===== config.mk =====
export PLATFORM = sky130hd
export DESIGN_NAME = i2s_aud_tx
export DESIGN_NICKNAME = d
export VERILOG_FILES = /design/src/rtl/i2s_aud_pkg.sv /design/src/rtl/i2s_aud_fifo.sv /design/src/rtl/i2s_aud_tx.sv
export SDC_FILE = /design/constraint.sdc
export NUM_CORES = 1
export LEC_CHECK = 0
export CAP_MARGIN = 10
export CORE_ASPECT_RATIO = 2
export CORE_UTILIZATION = 58
export CTS_BUF_LIST = sky130_fd_sc_hd__clkbuf_4 sky130_fd_sc_hd__clkbuf_8 sky130_fd_sc_hd__clkbuf_16
export CTS_CLUSTER_DIAMETER = 80
export DETAILED_ROUTE_END_ITERATION = 8
export GPL_ROUTABILITY_DRIVEN = 0
export PLACE_DENSITY = 0.82
export RECOVER_POWER = 25
export SKIP_LAST_GASP = 1
export SYNTH_ARGS = -nofsm -noshare
export SYNTH_HDL_FRONTEND = slang
export SYNTH_SLANG_ARGS = --single-unit

===== constraint.sdc =====
create_clock -name clk_i -period 13.8 [get_ports clk_i]
set_input_delay 2.76 -clock clk_i [delete_from_list [all_inputs] [get_ports clk_i]]
set_output_delay 2.76 -clock clk_i [all_outputs]
set_load 0.05 [all_outputs]

===== src/rtl/i2s_aud_pkg.sv =====
// Shared constants for the audio-side nmi responder and I2S transmitter:
// register offsets, bit positions and frame geometry.
package i2s_aud_pkg;

    localparam logic [2:0] OFF_CTRL   = 3'd0;
    localparam logic [2:0] OFF_CLKDIV = 3'd1;
    localparam logic [2:0] OFF_TXDATA = 3'd2;
    localparam logic [2:0] OFF_STATUS = 3'd3;
    localparam logic [2:0] OFF_THRESH = 3'd4;

    localparam int ST_FULL  = 0;
    localparam int ST_EMPTY = 1;
    localparam int ST_OVF   = 2;
    localparam int ST_UDF   = 3;
    localparam int ST_LVL   = 8;

    localparam logic [7:0] CLKDIV_RST = 8'd3;

    localparam int FRAME_W  = 32;
    localparam int SLOT_CNT = 32;
    localparam int SLOT_W   = $clog2(SLOT_CNT);

    // Bit 0 is en, bit 1 is mono, bit 2 is irq_en.
    typedef struct packed {
        logic irq_en;
        logic mono;
        logic en;
    } ctrl_t;

    // WS is high for the right channel; it switches one slot before the MSB.
    function automatic logic ws_for_slot(input logic [SLOT_W-1:0] slot);
        return (slot >= SLOT_W'(15)) && (slot <= SLOT_W'(30));
    endfunction

endpackage


===== src/rtl/i2s_aud_fifo.sv =====
// Single-clock sample FIFO with first-word-fall-through read; a push into a
// full FIFO succeeds only when a pop happens in the same cycle.
module i2s_aud_fifo #(
    parameter int DEPTH = 8,
    parameter int LVL_W = $clog2(DEPTH) + 1
) (
    input  logic             clk_i,
    input  logic             rst_n_i,
    input  logic             push_i,
    input  logic [31:0]      wdata_i,
    input  logic             pop_i,
    output logic [31:0]      rdata_o,
    output logic             full_o,
    output logic             empty_o,
    output logic [LVL_W-1:0] level_o
);

    localparam int PTR_W = $clog2(DEPTH);

    logic [31:0]      mem_q [DEPTH];
    logic [PTR_W-1:0] wr_ptr_q, wr_ptr_d;
    logic [PTR_W-1:0] rd_ptr_q, rd_ptr_d;
    logic [LVL_W-1:0] level_q, level_d;
    logic             do_push, do_pop;

    assign full_o  = (level_q == LVL_W'(DEPTH));
    assign empty_o = (level_q == '0);
    assign level_o = level_q;
    assign rdata_o = mem_q[rd_ptr_q];

    always_comb begin
        do_pop   = pop_i && !empty_o;
        do_push  = push_i && (!full_o || pop_i);
        wr_ptr_d = wr_ptr_q;
        rd_ptr_d = rd_ptr_q;
        level_d  = level_q;
        if (do_push) begin
            wr_ptr_d = wr_ptr_q + PTR_W'(1);
        end
        if (do_pop) begin
            rd_ptr_d = rd_ptr_q + PTR_W'(1);
        end
        if (do_push && !do_pop) begin
            level_d = level_q + LVL_W'(1);
        end else if (!do_push && do_pop) begin
            level_d = level_q - LVL_W'(1);
        end
    end

    always_ff @(posedge clk_i) begin
        if (do_push) begin
            mem_q[wr_ptr_q] <= wdata_i;
        end
    end

    always_ff @(posedge clk_i or negedge rst_n_i) begin
        if (!rst_n_i) begin
            wr_ptr_q <= '0;
            rd_ptr_q <= '0;
            level_q  <= '0;
        end else begin
            wr_ptr_q <= wr_ptr_d;
            rd_ptr_q <= rd_ptr_d;
            level_q  <= level_d;
        end
    end

endmodule


===== src/rtl/i2s_aud_tx.sv =====
// Audio-domain nmi responder: control/status registers, stereo sample FIFO,
// Philips I2S serializer and FIFO-level interrupt.
module i2s_aud_tx
    import i2s_aud_pkg::*;
#(
    parameter int FIFO_DEPTH = 8,
    parameter int LVL_W      = $clog2(FIFO_DEPTH) + 1
) (
    input  logic        clk_i,
    input  logic        rst_n_i,
    input  logic        mem_valid_i,
    input  logic [31:0] mem_addr_i,
    input  logic [31:0] mem_wdata_i,
    input  logic [3:0]  mem_wstrb_i,
    output logic [31:0] mem_rdata_o,
    output logic        mem_ready_o,
    output logic        i2s_sck_o,
    output logic        i2s_ws_o,
    output logic        i2s_sd_o,
    output logic        irq_o
);

    logic [2:0]         off;
    logic               access, wr, rd, push, pop, clr;
    logic               ovf_evt, udf_evt;
    logic               fifo_full, fifo_empty;
    logic [LVL_W-1:0]   fifo_level;
    logic [31:0]        fifo_rdata, status_w;
    logic [FRAME_W-1:0] frame_w;

    ctrl_t              ctrl_q, ctrl_d;
    logic [7:0]         clkdiv_q, clkdiv_d, divcnt_q, divcnt_d;
    logic [LVL_W-1:0]   thresh_q, thresh_d;
    logic               ovf_q, ovf_d, udf_q, udf_d;
    logic               ready_q, ready_d, irq_q, irq_d;
    logic               sck_q, sck_d, ws_q, ws_d, sd_q, sd_d;
    logic [31:0]        rdata_q, rdata_d;
    logic [FRAME_W-1:0] shift_q, shift_d;
    logic [SLOT_W-1:0]  slot_q, slot_d;

    logic unused_addr;
    assign unused_addr = ^{mem_addr_i[31:5], mem_addr_i[1:0]};

    assign off = mem_addr_i[4:2];

    i2s_aud_fifo #(.DEPTH(FIFO_DEPTH), .LVL_W(LVL_W)) u_fifo (
        .clk_i   (clk_i),
        .rst_n_i (rst_n_i),
        .push_i  (push),
        .wdata_i (mem_wdata_i),
        .pop_i   (pop),
        .rdata_o (fifo_rdata),
        .full_o  (fifo_full),
        .empty_o (fifo_empty),
        .level_o (fifo_level)
    );

    always_comb begin
        access  = mem_valid_i && !ready_q;
        wr      = access && (mem_wstrb_i != 4'b0000);
        rd      = access && (mem_wstrb_i == 4'b0000);
        push    = wr && (off == OFF_TXDATA);
        clr     = wr && (off == OFF_STATUS);
        ready_d = access;

        status_w                  = '0;
        status_w[ST_FULL]         = fifo_full;
        status_w[ST_EMPTY]        = fifo_empty;
        status_w[ST_OVF]          = ovf_q;
        status_w[ST_UDF]          = udf_q;
        status_w[ST_LVL +: LVL_W] = fifo_level;

        rdata_d = '0;
        if (rd) begin
            case (off)
                OFF_CTRL:   rdata_d = {29'b0, ctrl_q};
                OFF_CLKDIV: rdata_d = {24'b0, clkdiv_q};
                OFF_STATUS: rdata_d = status_w;
                OFF_THRESH: rdata_d[LVL_W-1:0] = thresh_q;
                default:    rdata_d = '0;
            endcase
        end

        ctrl_d   = ctrl_q;
        clkdiv_d = clkdiv_q;
        thresh_d = thresh_q;
        if (wr && (off == OFF_CTRL) && mem_wstrb_i[0]) begin
            ctrl_d = ctrl_t'(mem_wdata_i[2:0]);
        end
        if (wr && (off == OFF_CLKDIV) && mem_wstrb_i[0]) begin
            clkdiv_d = mem_wdata_i[7:0];
        end
        if (wr && (off == OFF_THRESH)) begin
            thresh_d = mem_wdata_i[LVL_W-1:0];
        end

        // A flag raised in the same cycle as its W1C clear stays set.
        ovf_evt = push && fifo_full && !pop;
        udf_evt = pop && fifo_empty;
        ovf_d   = ovf_evt || (ovf_q && !(clr && mem_wdata_i[ST_OVF]));
        udf_d   = udf_evt || (udf_q && !(clr && mem_wdata_i[ST_UDF]));

        irq_d = ctrl_q.irq_en && (fifo_level <= thresh_q);
    end

    always_comb begin
        sck_d    = sck_q;
        ws_d     = ws_q;
        sd_d     = sd_q;
        divcnt_d = divcnt_q;
        slot_d   = slot_q;
        shift_d  = shift_q;
        pop      = 1'b0;
        frame_w  = fifo_empty ? '0
                 : (ctrl_q.mono ? {2{fifo_rdata[31:16]}} : fifo_rdata);

        if (!ctrl_q.en) begin
            sck_d    = 1'b0;
            ws_d     = 1'b0;
            sd_d     = 1'b0;
            divcnt_d = '0;
            slot_d   = SLOT_W'(SLOT_CNT - 1);
        end else if (divcnt_q != clkdiv_q) begin
            // Free-running 8-bit count: a shrunken CLKDIV wraps through 255.
            divcnt_d = divcnt_q + 8'd1;
        end else begin
            divcnt_d = '0;
            sck_d    = !sck_q;
            if (sck_q) begin
                slot_d = slot_q + SLOT_W'(1);
                ws_d   = ws_for_slot(slot_d);
                if (slot_d == '0) begin
                    pop     = 1'b1;
                    sd_d    = frame_w[FRAME_W-1];
                    shift_d = {frame_w[FRAME_W-2:0], 1'b0};
                end else begin
                    sd_d    = shift_q[FRAME_W-1];
                    shift_d = {shift_q[FRAME_W-2:0], 1'b0};
                end
            end
        end
    end

    always_ff @(posedge clk_i or negedge rst_n_i) begin
        if (!rst_n_i) begin
            ctrl_q   <= '0;
            clkdiv_q <= CLKDIV_RST;
            thresh_q <= '0;
            ovf_q    <= 1'b0;
            udf_q    <= 1'b0;
            ready_q  <= 1'b0;
            rdata_q  <= '0;
            irq_q    <= 1'b0;
            sck_q    <= 1'b0;
            ws_q     <= 1'b0;
            sd_q     <= 1'b0;
            divcnt_q <= '0;
            slot_q   <= SLOT_W'(SLOT_CNT - 1);
            shift_q  <= '0;
        end else begin
            ctrl_q   <= ctrl_d;
            clkdiv_q <= clkdiv_d;
            thresh_q <= thresh_d;
            ovf_q    <= ovf_d;
            udf_q    <= udf_d;
            ready_q  <= ready_d;
            rdata_q  <= rdata_d;
            irq_q    <= irq_d;
            sck_q    <= sck_d;
            ws_q     <= ws_d;
            sd_q     <= sd_d;
            divcnt_q <= divcnt_d;
            slot_q   <= slot_d;
            shift_q  <= shift_d;
        end
    end

    assign mem_ready_o = ready_q;
    assign mem_rdata_o = rdata_q;
    assign i2s_sck_o   = sck_q;
    assign i2s_ws_o    = ws_q;
    assign i2s_sd_o    = sd_q;
    assign irq_o       = irq_q;

endmodule


# ---- Yosys cells after proc, flatten, opt, wreduce, memory -nomap -nowiden
# Memory sizes are Yosys's and may differ from the RTL's.
# Index checks and enable logic that the tools add are counted.
dict set report totals {
  reg_bits 109
  mem_bits_rw 256
  in_bits 71
  out_inout_bits 37
  elab_cells 109
  memories 1
}
dict set report op_classes {
  add_sub_neg 6
  magnitude_cmp 3
  n_eq_ne 8
  mux 28
  bitwise_logic 1
  n_reduce_logical 43
}
# name depth word_bits rd rd_clocked_by_memory_dff wr line_no
set memory_table {}
lappend memory_table {u_fifo.mem_q 8 32 1 0 1 i2s_aud_fifo.sv:20} ;# logic [31:0] mem_q [DEPTH];
# operator count
set op_table {}
lappend op_table {{32-bit two-way mux} 3}
lappend op_table {{1-bit logical AND} 23}
lappend op_table {{16-bit two-way mux} 1}
lappend op_table {{8-bit two-way mux} 2}
lappend op_table {{4-bit one-hot mux with 4 select lines} 1}
lappend op_table {{8-bit one-hot mux with 2 select lines} 1}
lappend op_table {{1-bit two-way mux} 15}
lappend op_table {{5-bit two-way mux} 3}
lappend op_table {{1-bit logical NOT} 9}
lappend op_table {{8-bit by 1-bit adder with 8-bit output, second input constant} 1}
lappend op_table {{4-bit logical NOT} 2}
lappend op_table {{4-bit two-way mux} 2}
lappend op_table {{8-bit != test} 1}
lappend op_table {{3-bit by 1-bit adder with 3-bit output, second input constant} 2}
lappend op_table {{3-bit by 2-bit == test with 1-bit output, second input constant} 2}
lappend op_table {{5-bit by 1-bit adder with 5-bit output, second input constant} 1}
lappend op_table {{5-bit by 4-bit >= comparator with 1-bit output, second input constant} 1}
lappend op_table {{5-bit <= comparator, second input constant} 1}
lappend op_table {{5-bit logical NOT} 1}
lappend op_table {{4-bit by 1-bit adder with 4-bit output, second input constant} 1}
lappend op_table {{4-bit == test, second input constant} 1}
lappend op_table {{4-bit <= comparator} 1}
lappend op_table {{4-bit nonzero test} 1}
lappend op_table {{4-bit by 1-bit subtractor with 4-bit output, second input constant} 1}
lappend op_table {{10 further kinds} 12}

# ---- Longest topological paths before layout
# Gate-level depths: netlist of run 1.
dict set report logic_depth {
  ltp_word 12
  ltp_mapped 15
  depth_no_buf 14
}

# ---- Cells and area by module
# From an unflattened synthesis of run 1, not the netlist that was laid out.
dict set report hier_totals {
  hier_cells 848
  area_unflattened_um2 14611.5
}
# module n_inst cells_each area_each_um2 seq_area_each_um2
set modules_own_cells {}
lappend modules_own_cells {i2s_aud_fifo 1 433 10262.3 7937.6}
lappend modules_own_cells {i2s_aud_tx 1 415 4349.2 1960.6}

# ---- Worst setup path after synthesis of run 1
# Ideal clock, no wire load.
dict set report synth_timing {
  path_type {input to register}
  startpoint {input port mem_addr_i[4]}
  endpoint {memory u_fifo.mem_q[0][0], enable pin}
  setup_ps 501
  arrival_time_ps 6730
  path_slack_ps 6568
  cell_stages 5
  path_cell_list {clkbuf_1 > nor2_1 > nand4b_1 > clkbuf_1 > nor4_1}
}
dict set report synth_via {
  elab_chain_cells 5
}
# item line_no
set synth_rtl {}
lappend synth_rtl {{start: declaration} i2s_aud_tx.sv:12} ;# input logic [31:0] mem_addr_i,
lappend synth_rtl {{3-bit by 2-bit == test with 1-bit output} i2s_aud_tx.sv:62} ;# push = wr && (off == OFF_TXDATA);
lappend synth_rtl {{1-bit logical AND} i2s_aud_tx.sv:62}
lappend synth_rtl {{1-bit logical AND} i2s_aud_fifo.sv:33} ;# do_push = push_i && (!full_o || pop_i);
lappend synth_rtl {{1-bit two-way mux} i2s_aud_fifo.sv:51} ;# if (do_push) begin
lappend synth_rtl {{1-bit two-way mux (not written as such)} i2s_aud_fifo.sv:52} ;# mem_q[wr_ptr_q] <= wdata_i;
lappend synth_rtl {{end: declaration} i2s_aud_fifo.sv:20}
# Every way passes these cells.

# ---- Final worst setup path of run 1
dict set report layout_timing {
  startpoint {input port mem_wstrb_i[0]}
  endpoint {register u_fifo.level_q[3] (netlist: u_fifo.level_o[3])}
}
dict set report layout_via {
  elab_chain_cells 7
  word_cells_on_any_way 9
  classes_between {1 x mux; 8 x reduce/logical}
}
# item line_no
set layout_rtl {}
lappend layout_rtl {{start: declaration} i2s_aud_tx.sv:14} ;# input logic [3:0] mem_wstrb_i,
lappend layout_rtl {{4-bit nonzero test (*)} i2s_aud_tx.sv:60} ;# wr = access && (mem_wstrb_i != 4'b0000);
lappend layout_rtl {{1-bit logical AND (*)} i2s_aud_tx.sv:60}
lappend layout_rtl {{1-bit logical AND (*)} i2s_aud_tx.sv:62}
lappend layout_rtl {{1-bit logical AND (*)} i2s_aud_fifo.sv:33}
lappend layout_rtl {{via u_fifo.do_push} i2s_aud_fifo.sv:24} ;# logic do_push, do_pop;
lappend layout_rtl {{1-bit logical NOT} i2s_aud_fifo.sv:45} ;# end else if (!do_push && do_pop) begin
lappend layout_rtl {{1-bit logical AND} i2s_aud_fifo.sv:45}
lappend layout_rtl {{2-bit nonzero test (no line)} --}
lappend layout_rtl {{end signal: assignment} i2s_aud_fifo.sv:64} ;# level_q <= level_d;
lappend layout_rtl {{end: declaration} i2s_aud_fifo.sv:23} ;# logic [LVL_W-1:0] level_q, level_d;
# The timed path passes the listed nets; every way through them passes the cells marked *.
# A chain may end at the register's enable or synchronous reset.

==> reports/metrics.yaml, run 1 <==
status:
  status: "finished with violations"
  violations: "capacitance limit, slew limit"
synth:
  synth_compound_area_frac: 0.06478
  synthSimpleGateAreaFrac: 0.06650
  synth_xor_area_frac: 0.01568
  synth_warnings: 0
  synth.area.mux_share: 0.1276
  synthAdderAreaFrac: 0.01344
  synthArstFlopShare: 0.2558
  synth_top_family_by_area: "multiplexers"
  synth_cells: 860
  synth_edf_count: 256
  synth_cell_types: 59
  synthesis.area_um2: 14530
  seq_area_frac_synth: 0.6815
  syn_area_per_cell_um2: 16.89
  ys_ff_latch: 344
  ys.flop_type: "edfxtp_1"
die:
  initial_core_util: 0.5922
  rows: 81
  die_w_um: 113.9
  pin_count: 108
  die_area_um2: 25720
  die_y_um: 225.8
  core_area_um2: 24530
global_routing:
  grt_overflow_total: 0
  antenna_found_initial: 1
  grt_pass1_wl_um: 47620
  grt_pass1_vias: 8447
  grt_max_degree: 79
  grtUsageTotal: 0.2563
power_and_ir_drop:
  p_leak_nw: 5.766
  p_per_area_nw_per_um2: 147.2
  ir_drop_mv: 0.1484
  finalPower_mw: 2.411
sta:
  setup-violations-final: 0
  setup_ws_ns: 8.600
  clock_skew_ns: 0.02039
  timing.final.crit_share: 0.3768
  hold-worst-slack_ns: 0.4777
  slew_viol_final: 41
  tns_ns: 0
  worst_pin_slew_ns: 2.554
  period_minus_slack_ns: 5.200
  fmax_mhz: 192.3
  rsz0062_at_grt: "no"
  hold_viol_final: 0
  slew_headroom: -0.7029
critical_path:
  worst-r2r-cell-count: 14
  critPathLaunchType: "primary input"
  r2r_slack_ns: 8.66
  critical_path.cell_chain: "clkdlybuf4s50_1 > nor4_1 > nand4b_1 > buf_4 > nor2_1 > ha_1 > inv_1 > ha_1 > a21o_1 > a21oi_1 > xnor2_1 > nor2_1 > xor2_1"
  endpoint_kind: "register"
  slowest_delay_ns: 0.53
  cp.depth: 13
  reg2reg_to: "u_fifo.level_o[3]"
  regToRegStartpoint: "clkdiv_q[1]"
  path_max_fanout: 18
  path_delay_family: "simple AND/OR/NAND/NOR gates"
  critical_path_class: "primary input to register"
  worstPathRequired_ns: 14.23
  slowest_stage: "nor4_1"
  cp_data_arrival_time_ns: 5.63
  critical_path_buf_inv_count: 3
layout:
  multi_input_area_um2: 4270
  antenna_cells: 0
  regArea_um2: 9903
  layout.nets: 1004
  fin_cells: 1272
  fill_cells: 1610
  drive_above_1_share: 0.2266
  syn_to_final_growth_pct: 12.75
clock_network:
  root_buffer: "clkbuf_16"
  cts_made_buffers: 29
  clock_latency_ns: 0.56
  cts_buffer_depth: 3
  cts_setup_buffers: 0
  cts_htree_levels: 1
  path_clk_slew_ns: 0.07
  numClockSinks: 344
  cts_hold_buf: 0
  cts_tree: "built"
  cts_resized: 0
route:
  vias_per_cell: 6.280
  drtPass1Iterations: 6
  drc: 0
  detail-route-antenna-nets: 0
  post_drt_wl_per_cell_um: 24.82
  wirelength_um: 31580
  drtIter0Drc: 657
  vias: 7988
placed_design:
  dp.cells: 1219
  place_ws_ns: 8.034
  numPortBuffers: 58
  hpwl_um: 18950
flow_run:
  drv_cap: 2
min_path:
  min_from: "mem_ready_o"
  hp-class: "register to register"
  whs_endpoint: "mem_ready_o"
  worstHoldPathCells: 1
[report_power, final]
group | internal, mW | leakage, nW | switching, mW | total, mW
Combinational | 0.129 | 1.82 | 0.170 | 0.299
Clock | 0.520 | 0.496 | 0.369 | 0.889
Sequential | 1.16 | 3.45 | 0.0618 | 1.22
[cells by family (layout without fill, tap and decap cells)]
kind of cell / count (synthesis) / in the layout
flip-flops: 344 / 344
AND/OR/NAND/NOR: 196 / 196
multiplexers: 101 / 101
AO/OA/AOI/OAI: 98 / 98
buffers and inverters: 79 / 140
XOR/XNOR: 26 / 26
adder cells (fa/ha/maj): 15 / 15
other: 1 / 20
[per-layer routing]
metal	up-vias	GRT usage	share of wire	wire length, µm
met1	4056	0.2651	0.33	10350
met2	374	0.4725	0.55	17250
met4	0	0.1772	0.073	2316
met5	-	0	0	0
met3	132	0.03382	0.052	1653
li1	3426	-	-	-
[registers in the layout (all words and copies together) (netlist names)]
register / count
clkdiv_q: 8
ctrl_q: 3
divcnt_q: 8
i2s_sck_o: 1
i2s_sd_o: 1
i2s_ws_o: 1
irq_o: 1
mem_rdata_o: 12
mem_ready_o: 1
ovf_q: 1
shift_q: 31
slot_q: 5
thresh_q: 4
u_fifo.level_o: 4
u_fifo.mem_q: 256
u_fifo.rd_ptr_q: 3
u_fifo.wr_ptr_q: 3
udf_q: 1
[worst reg2reg max path, delay by kind of cell, from the launching register on]
| family | cells | cell delay, ns |
|---|---|---|
| XOR/XNOR | 3 | 0.44 |
| buffers and inverters | 2 | 1.94 |
| flip-flops | 1 | 0.61 |
| adder cells (fa/ha/maj) | 2 | 0.48 |
| AO/OA/AOI/OAI | 3 | 1.05 |
| AND/OR/NAND/NOR | 4 | 0.49 |
[area by class of cell]
type                    count  area share
flip-flops and latches    344      0.6047
clock inverters            23     0.01925
inverters                  12    0.002750
repair buffers             75     0.04240
clock buffers              30     0.04477
well taps                 332     0.02536
multi-input cells         456      0.2608
[worst max path at each step]
stage,endpoint,startpoint,slack [ns]
floorplan,u_fifo.mem_q[0][0],mem_addr_i[4],6.57
global placement,u_fifo.level_o[3],mem_wstrb_i[0],8.06
detailed placement,u_fifo.level_o[3],mem_wstrb_i[0],8.03
CTS,u_fifo.level_o[3],mem_wstrb_i[0],8.61
global route,u_fifo.level_o[3],clkdiv_q[1],8.39
finish,u_fifo.level_o[3],mem_wstrb_i[0],8.60
[per-stage QoR]
stage | instance area [µm²] | util
4_1_cts | 16430 | 0.6701
3_3_place_gp | 15390 | 0.6273
3_5_place_dp | 15390 | 0.6273
2_1_floorplan | 14600 | -
6_report | 16380 | 0.6677
5_1_grt | 16380 | 0.6677
[synth_stat cells, types with 3 or more instances]
| library cell | count | area (µm²) |
|---|---|---|
| edfxtp_1 | 256 | 7687 |
| nor2_1 | 84 | 315.3 |
| dfrtp_1 | 81 | 2027 |
| mux4_2 | 64 | 1441 |
| nand2_1 | 37 | 138.9 |
| mux2_2 | 32 | 360.4 |
| a22oi_1 | 30 | 225.2 |
| a221oi_2 | 29 | 435.4 |
| buf_4 | 25 | 187.7 |
| buf_2 | 16 | 80.08 |
| xor2_1 | 16 | 140.1 |
| clkbuf_1 | 15 | 56.30 |
| ha_1 | 14 | 175.2 |
| inv_1 | 12 | 45.04 |
| and2_1 | 11 | 68.82 |
| nand3_1 | 10 | 50.05 |
| nor4_1 | 10 | 62.56 |
| xnor2_1 | 10 | 87.58 |
| a21oi_1 | 7 | 35.03 |
| and3_1 | 7 | 43.79 |
| buf_1 | 7 | 26.28 |
| dfstp_2 | 7 | 183.9 |
| nand2b_1 | 7 | 43.79 |
| nor3_1 | 7 | 35.03 |
| o21ai_0 | 7 | 35.03 |
| nor2b_1 | 6 | 37.54 |
| buf_6 | 4 | 45.04 |
| mux2i_1 | 4 | 40.04 |
| a221oi_1 | 3 | 26.28 |
| nand4_1 | 3 | 18.77 |
| o21a_1 | 3 | 22.52 |
[placed cells by master (no fill, tap or decap), drive strengths merged, types with 8 or more instances in the layout]
master         instances
inv                   13
clkbuf                33
xor2                  16
buf                   15
a22oi                 30
nand2                 37
ha                    14
conb                  20
nor3                   8
mux4                  64
nor2                  84
dlygate4sd3           18
xnor2                 10
o21ai                  8
clkdlybuf4s50         39
a221oi                32
dfrtp                 81
mux2                  33
and2                  11
clkinv                 9
nor4                  12
nand3                 10
edfxtp               256
(Power assumes the default switching activity.)
==> run 2, diff against run 1 <==
CORE_UTILIZATION = 53   (was 58)
PLACE_DENSITY = 0.79   (was 0.82)
clock period = 4.15 ns   (was 13.8 ns; I/O delays follow)
==> reports/metrics.yaml, run 2 (synthesis gave the netlist of run 1 again) <==
die:
  die_w_um: 119.1  # +4.5%
  die_area_um2: 28110  # +9.3%
  pin_count: 108  # unchanged
  rows: 85  # +4.9%
  initial_core_util: 0.5398  # -0.05241
  core_area_um2: 26910  # +9.7%
  die_y_um: 236.1  # +4.6%
power_and_ir_drop:
  p_leak_nw: 5.838  # +1.3%
  ir_drop_mv: 0.3126  # +110%
  p_per_area_nw_per_um2: 482.3  # +230%
global_routing:
  grt_max_degree: 60  # -24%
  grt_pass1_vias: 8250  # -2.3%
  antenna_found_initial: 1  # unchanged
  grtUsageTotal: 0.2300  # -0.02628
  grt_overflow_total: 0  # unchanged
  grt_pass1_wl_um: 47620  # unchanged
route:
  vias: 7854  # -1.7%
  post_drt_wl_per_cell_um: 24.10  # -2.9%
  vias_per_cell: 6.051  # -3.6%
  detail-route-antenna-nets: 0  # unchanged
  drtPass1Iterations: 5  # -1
  drtIter0Drc: 583  # -11%
  wirelength_um: 31280  # -0.95%
  drc: 0  # unchanged
layout:
  antenna_cells: 0  # unchanged
  largest_reg_flops: 256  # unchanged
  regArea_um2: 9903  # unchanged
  layout.nets: 1013  # +0.90%
  final_cell_area_um2: 16500  # +0.74%
  multi_input_area_um2: 4317  # +1.1%
  layout_common_cells: "edfxtp_1 (256), nor2_1 (84), dfrtp_1 (79)"
  fill_cells: 1894  # +18%
  syn_to_final_growth_pct: 13.58
  final_common_cell: "edfxtp_1"
  largest-register: "u_fifo.mem_q"
  drive_above_1_share: 0.2432  # +0.01656
critical_path:
  path_max_fanout: 10  # -8
  critical_path_class: "register to register"
  worstPathRequired_ns: 4.59  # -9.64 ns
  endpoint_kind: "register"
  cp_data_arrival_time_ns: 3.67  # -1.96 ns
  critPathLaunchType: "register"
clock_network:
  cts_resized: 0  # unchanged
  cts_htree_levels: 1  # unchanged
  numClockSinks: 344  # unchanged
  cts_made_buffers: 29  # unchanged
  clock_latency_ns: 0.57  # about the same
  cts_tree: "built"
  cts_hold_buf: 0  # unchanged
  cts_setup_buffers: 0  # unchanged
  path_clk_slew_ns: 0.07  # about the same
  cts_buffer_depth: 3  # unchanged
  root_buffer: "clkbuf_16"
placed_design:
  placed_area_um2: 15490  # +0.65%
  numPortBuffers: 58  # unchanged
  hpwl_um: 19210  # +1.4%
  place_ws_ns: 0.5553  # -7.479 ns
sta:
  period_minus_slack_ns: 3.231
  slew_headroom: 0.2984  # +1.001
  clock_skew_ns: 0.02127  # +0.0008800 ns
  tns_ns: 0  # unchanged
  fmax_mhz: 309.5
  rsz0062_at_grt: "no"
  setup-violations-final: 0  # unchanged
  worst_pin_slew_ns: 1.052  # -1.502 ns
  timing.final.crit_share: 0.7784
  setup_ws_ns: 0.9195  # -7.681 ns
  hold-worst-slack_ns: 0.3031  # -0.1746 ns
  slew_viol_final: 0  # -100%
  hold_viol_final: 0  # unchanged
min_path:
  hp-class: "primary input to async pin"
flow_run:
  drv_cap: 0  # -2
status:
  status: "finished, final reports clean"
-- run 2: cell count changes in the layout (fill, tap and decap cells not counted), moves of 2 or more --
cell | before | now
buf_4 | 15 | 26
a221oi_1 | 8 | 3
a221oi_2 | 24 | 29
clkinvlp_4 | 6 | 2
inv_6 | 0 | 4
clkbuf_1 | 3 | 0
bufinv_16 | 7 | 5
clkbuf_4 | 1 | 3
clkdlybuf4s50_1 | 39 | 41
clkinv_1 | 3 | 5
dlygate4sd3_1 | 18 | 16
-- run 2: path summary, 6_finish.rpt --
kind	startpoint	to	slack, ns	cells past startpoint
min reg2reg	udf_q	udf_q	0.50	1
max in group asynchronous	rst_n_i	shift_q[31]	3.05	2
max reg2reg	clkdiv_q[1]	u_fifo.level_o[3]	0.92	14
min in group clk_i	udf_q	udf_q	0.50	1
min	rst_n_i	divcnt_q[7]	0.30	1
max	clkdiv_q[1]	u_fifo.level_o[3]	0.92	14
-- run 2: per-layer routing --
layer,GRT usage,routed length [µm],vias up,share of wire
met5,0,0,-,0
met4,0.1431,1856,0,0.059
met3,0.02200,1133,89,0.036
met2,0.4339,17590,291,0.56
met1,0.2400,10690,4029,0.34
li1,-,-,3445,-
-- run 2: report_power, final --
part	total (mW)	switching, mW	internal, mW
combinational	1.02	0.571	0.454
clock	2.86	1.23	1.63
sequential	4.07	0.206	3.86
-- run 2: layout make-up --
class                      instances  area share
sequential                       344      0.6003
multi-input combinational        456      0.2616
timing repair buffer              84     0.04763
clock buffer                      32     0.04535
tap                              348     0.02639
clock inverter                    22     0.01600
inverter                          12    0.002730
-- run 2: worst max-delay path, cell delays in order (launching register included) --
cell and delay [ns]:
dfstp_2 0.56, xor2_1 0.10, nor4_4 0.26, buf_4 0.19
nand4_2 0.12, o21a_1 0.39, nor2_1 0.21, ha_1 0.21
inv_1 0.09, ha_1 0.28, a21o_1 0.17, a21oi_1 0.17
xnor2_1 0.13, nor2_1 0.06, xor2_1 0.14
-- run 2: metrics by stage --
step	cells	power, mW	utilization
2_1_floorplan	879	4.828	-
3_3_place_gp	1244	5.132	0.5755
3_5_place_dp	1244	5.166	0.5755
4_1_cts	1298	8.013	0.6132
5_1_grt	1298	8.226	0.6132
6_report	1298	7.957	0.6132
==> run 3, diff against run 2 <==
clock period = 2.6 ns   (was 4.15 ns; I/O delays follow)
==> reports/metrics.yaml, run 3 (synthesis gave the netlist of run 1 again) <==
sta:
  hold_viol_final: 0  # unchanged
  slew_viol_final: 0  # unchanged
  period_minus_slack_ns: 2.731  # -0.5000 ns
  worst_pin_slew_ns: 0.8126  # -0.2398 ns
  timing.final.crit_share: 1.050  # +0.2718
  tns_ns: -0.1594  # -0.1594 ns
  setup_ws_ns: -0.1305  # -1.050 ns
  fmax_mhz: 366.2  # +18%
  clock_skew_ns: 0.03487  # +0.01360 ns
  rsz0062_at_grt: "yes"
  slew_headroom: 0.4583  # +0.1599
  setup-violations-final: 2  # +2
route:
  drtPass1Iterations: 7  # +2
  met3WireLength_um: 1237  # +9.2%
  vias_per_cell: 6.007  # -0.73%
  top_layer: "met4"
  wirelength_um: 32140  # +2.8%
  dr_wl_met2_um: 18080  # +2.8%
  drtIter0Drc: 674  # +16%
  vias: 8181  # +4.2%
  wirelength_met1_um: 10900  # +1.9%
  drc: 0  # unchanged
  detail-route-antenna-nets: 0  # unchanged
  post_drt_wl_per_cell_um: 23.60  # -2.1%
min_path:
  hp-class: "primary input to async pin"
power_and_ir_drop:
  p_int_mw: 9.565  # +61%
  p_leak_nw: 6.208  # +6.3%
  p_per_area_nw_per_um2: 744.8  # +54%
  p_switching_mw: 3.300  # +64%
  pwr-share-comb: 0.163  # +0.034
  p_sw_frac: 0.2565  # +0.003876
  power.share.clock: 0.340  # -0.020
  ir_drop_mv: 0.6954  # +120%
  seqPwrFrac: 0.496  # -0.015
clock_network:
  clock_latency_ns: 0.57  # about the same
  path_clk_slew_ns: 0.07  # about the same
  cts_made_buffers: 29  # unchanged
  root_buffer: "clkbuf_16"
  cts_buffer_depth: 3  # unchanged
  cts_tree: "built"
  numClockSinks: 344  # unchanged
  cts_htree_levels: 1  # unchanged
critical_path:
  r2r_slack_ns: -0.13  # -1.05 ns
  crit_top_cell: "ha_4"
  critPathLaunchType: "register"
  cp_data_arrival_time_ns: 3.16  # -0.51 ns
  slowest_delay_ns: 0.56  # about the same
  critical_path_buf_inv_count: 1  # -1
  critical_path.cell_chain: "xor2_2 > nor4_4 > nand4_2 > o21a_1 > nor2_2 > ha_4 > inv_4 > ha_4 > a21o_1 > a21oi_2 > xnor2_1 > nor2_1 > xor2_1"
  worst-r2r-cell-count: 13  # -1
  endpoint_kind: "register"
  slowest_stage: "dfstp_2"
  critical_path_class: "register to register"
  path_max_fanout: 2  # -8
  regToRegStartpoint: "clkdiv_q[0]"
  reg2reg_to: "u_fifo.level_o[3]"
  path_delay_family: "simple AND/OR/NAND/NOR gates"
  worstPathRequired_ns: 3.03  # -1.56 ns
layout:
  final_util: 0.6420  # +0.02883
  fin_cells: 1362  # +4.9%
  largest_reg_flops: 256  # unchanged
  multi_input_area_um2: 4476  # +3.7%
  regArea_um2: 9903  # unchanged
  drive_above_1_share: 0.3057  # +0.06256
  layout.nets: 1078  # +6.4%
  syn_to_final_growth_pct: 18.93
  layout_common_cells: "edfxtp_1 (256), nor2_1 (83), dfrtp_1 (79)"
  fill_cells: 1823  # -3.7%
  largest-register: "u_fifo.mem_q"
  final_common_cell: "edfxtp_1"
  antenna_cells: 0  # unchanged
die:
  pin_count: 108  # unchanged
  initial_core_util: 0.5398  # unchanged
  die_area_um2: 28110  # unchanged
  die_w_um: 119.1  # unchanged
  die_y_um: 236.1  # unchanged
  rows: 85  # unchanged
  core_area_um2: 26910  # unchanged
global_routing:
  grt_pass1_vias: 8708  # +5.6%
  antenna_found_initial: 0  # -1
  grt_max_degree: 50  # -17%
  grt_overflow_total: 0  # unchanged
  grt_pass1_wl_um: 49640  # +4.2%
  grtUsageTotal: 0.2377  # +0.007687
status:
  status: "finished with violations"
  violations: "setup timing"
placed_design:
  numPortBuffers: 58  # unchanged
  dp.cells: 1301  # +4.6%
  hpwl_um: 20790  # +8.3%
  place_ws_ns: -0.4406  # -0.9959 ns
flow_run:
  drv_cap: 0  # unchanged
[run 3: layer usage]
layer  track usage  vias to the layer above
met5             0                        -
met4        0.1373                        0
met3       0.02466                      101
met2        0.4433                      299
met1        0.2564                     4197
li1              -                     3584
[run 3: worst max-delay path by stage]
stage | from | end | cells after the start
after global routing | clkdiv_q[0] | u_fifo.level_o[3] | 13
after floorplan | clkdiv_q[0] | u_fifo.mem_q[0][0] | 6
after CTS | clkdiv_q[1] | u_fifo.level_o[3] | 13
after detailed placement | mem_wstrb_i[0] | u_fifo.level_o[3] | 12
after global placement | mem_wstrb_i[0] | u_fifo.level_o[3] | 12
final | clkdiv_q[0] | u_fifo.level_o[3] | 13
[run 3: final cells by class]
class,instances,share of cell area
Multi-Input combinational cell,456,0.2591
Tap cell,348,0.02521
Timing Repair Buffer,149,0.08373
Clock inverter,18,0.01058
Inverter,12,0.002752
Sequential cell,344,0.5733
Clock buffer,35,0.04534
[run 3: power groups by stage]
stage / combinational, mW / sequential (mW) / clock, mW
after floorplan: 1.27 / 6.49 / 0
after global placement: 1.96 / 6.47 / 0
after detailed placement: 2.01 / 6.49 / 0
after CTS: 2.09 / 6.38 / 4.44
after global routing: 2.25 / 6.41 / 4.66
final: 2.10 / 6.39 / 4.38
[run 3: stage by stage]
stage / power (mW) / cell area [µm²] / hold WS (ns)
CTS: 12.91 / 17210 / 0.4727
global route: 13.32 / 17270 / 0.4958
detailed placement: 8.503 / 16130 / 0.4530
global placement: 8.435 / 16130 / 0.4494
finish: 12.87 / 17270 / 0.4672
floorplan: 7.766 / 14740 / 0.2244
[run 3: timing repair]
action / 4_1_cts / 5_1_grt
pin swaps: 12 / 12
hold buffers: 1 / 0
resized for setup: 15 / 9
hold endpoints to repair: 32 / 0
buffers inserted: 6 / 4
endpoints found under the setup margin: 28 / 259
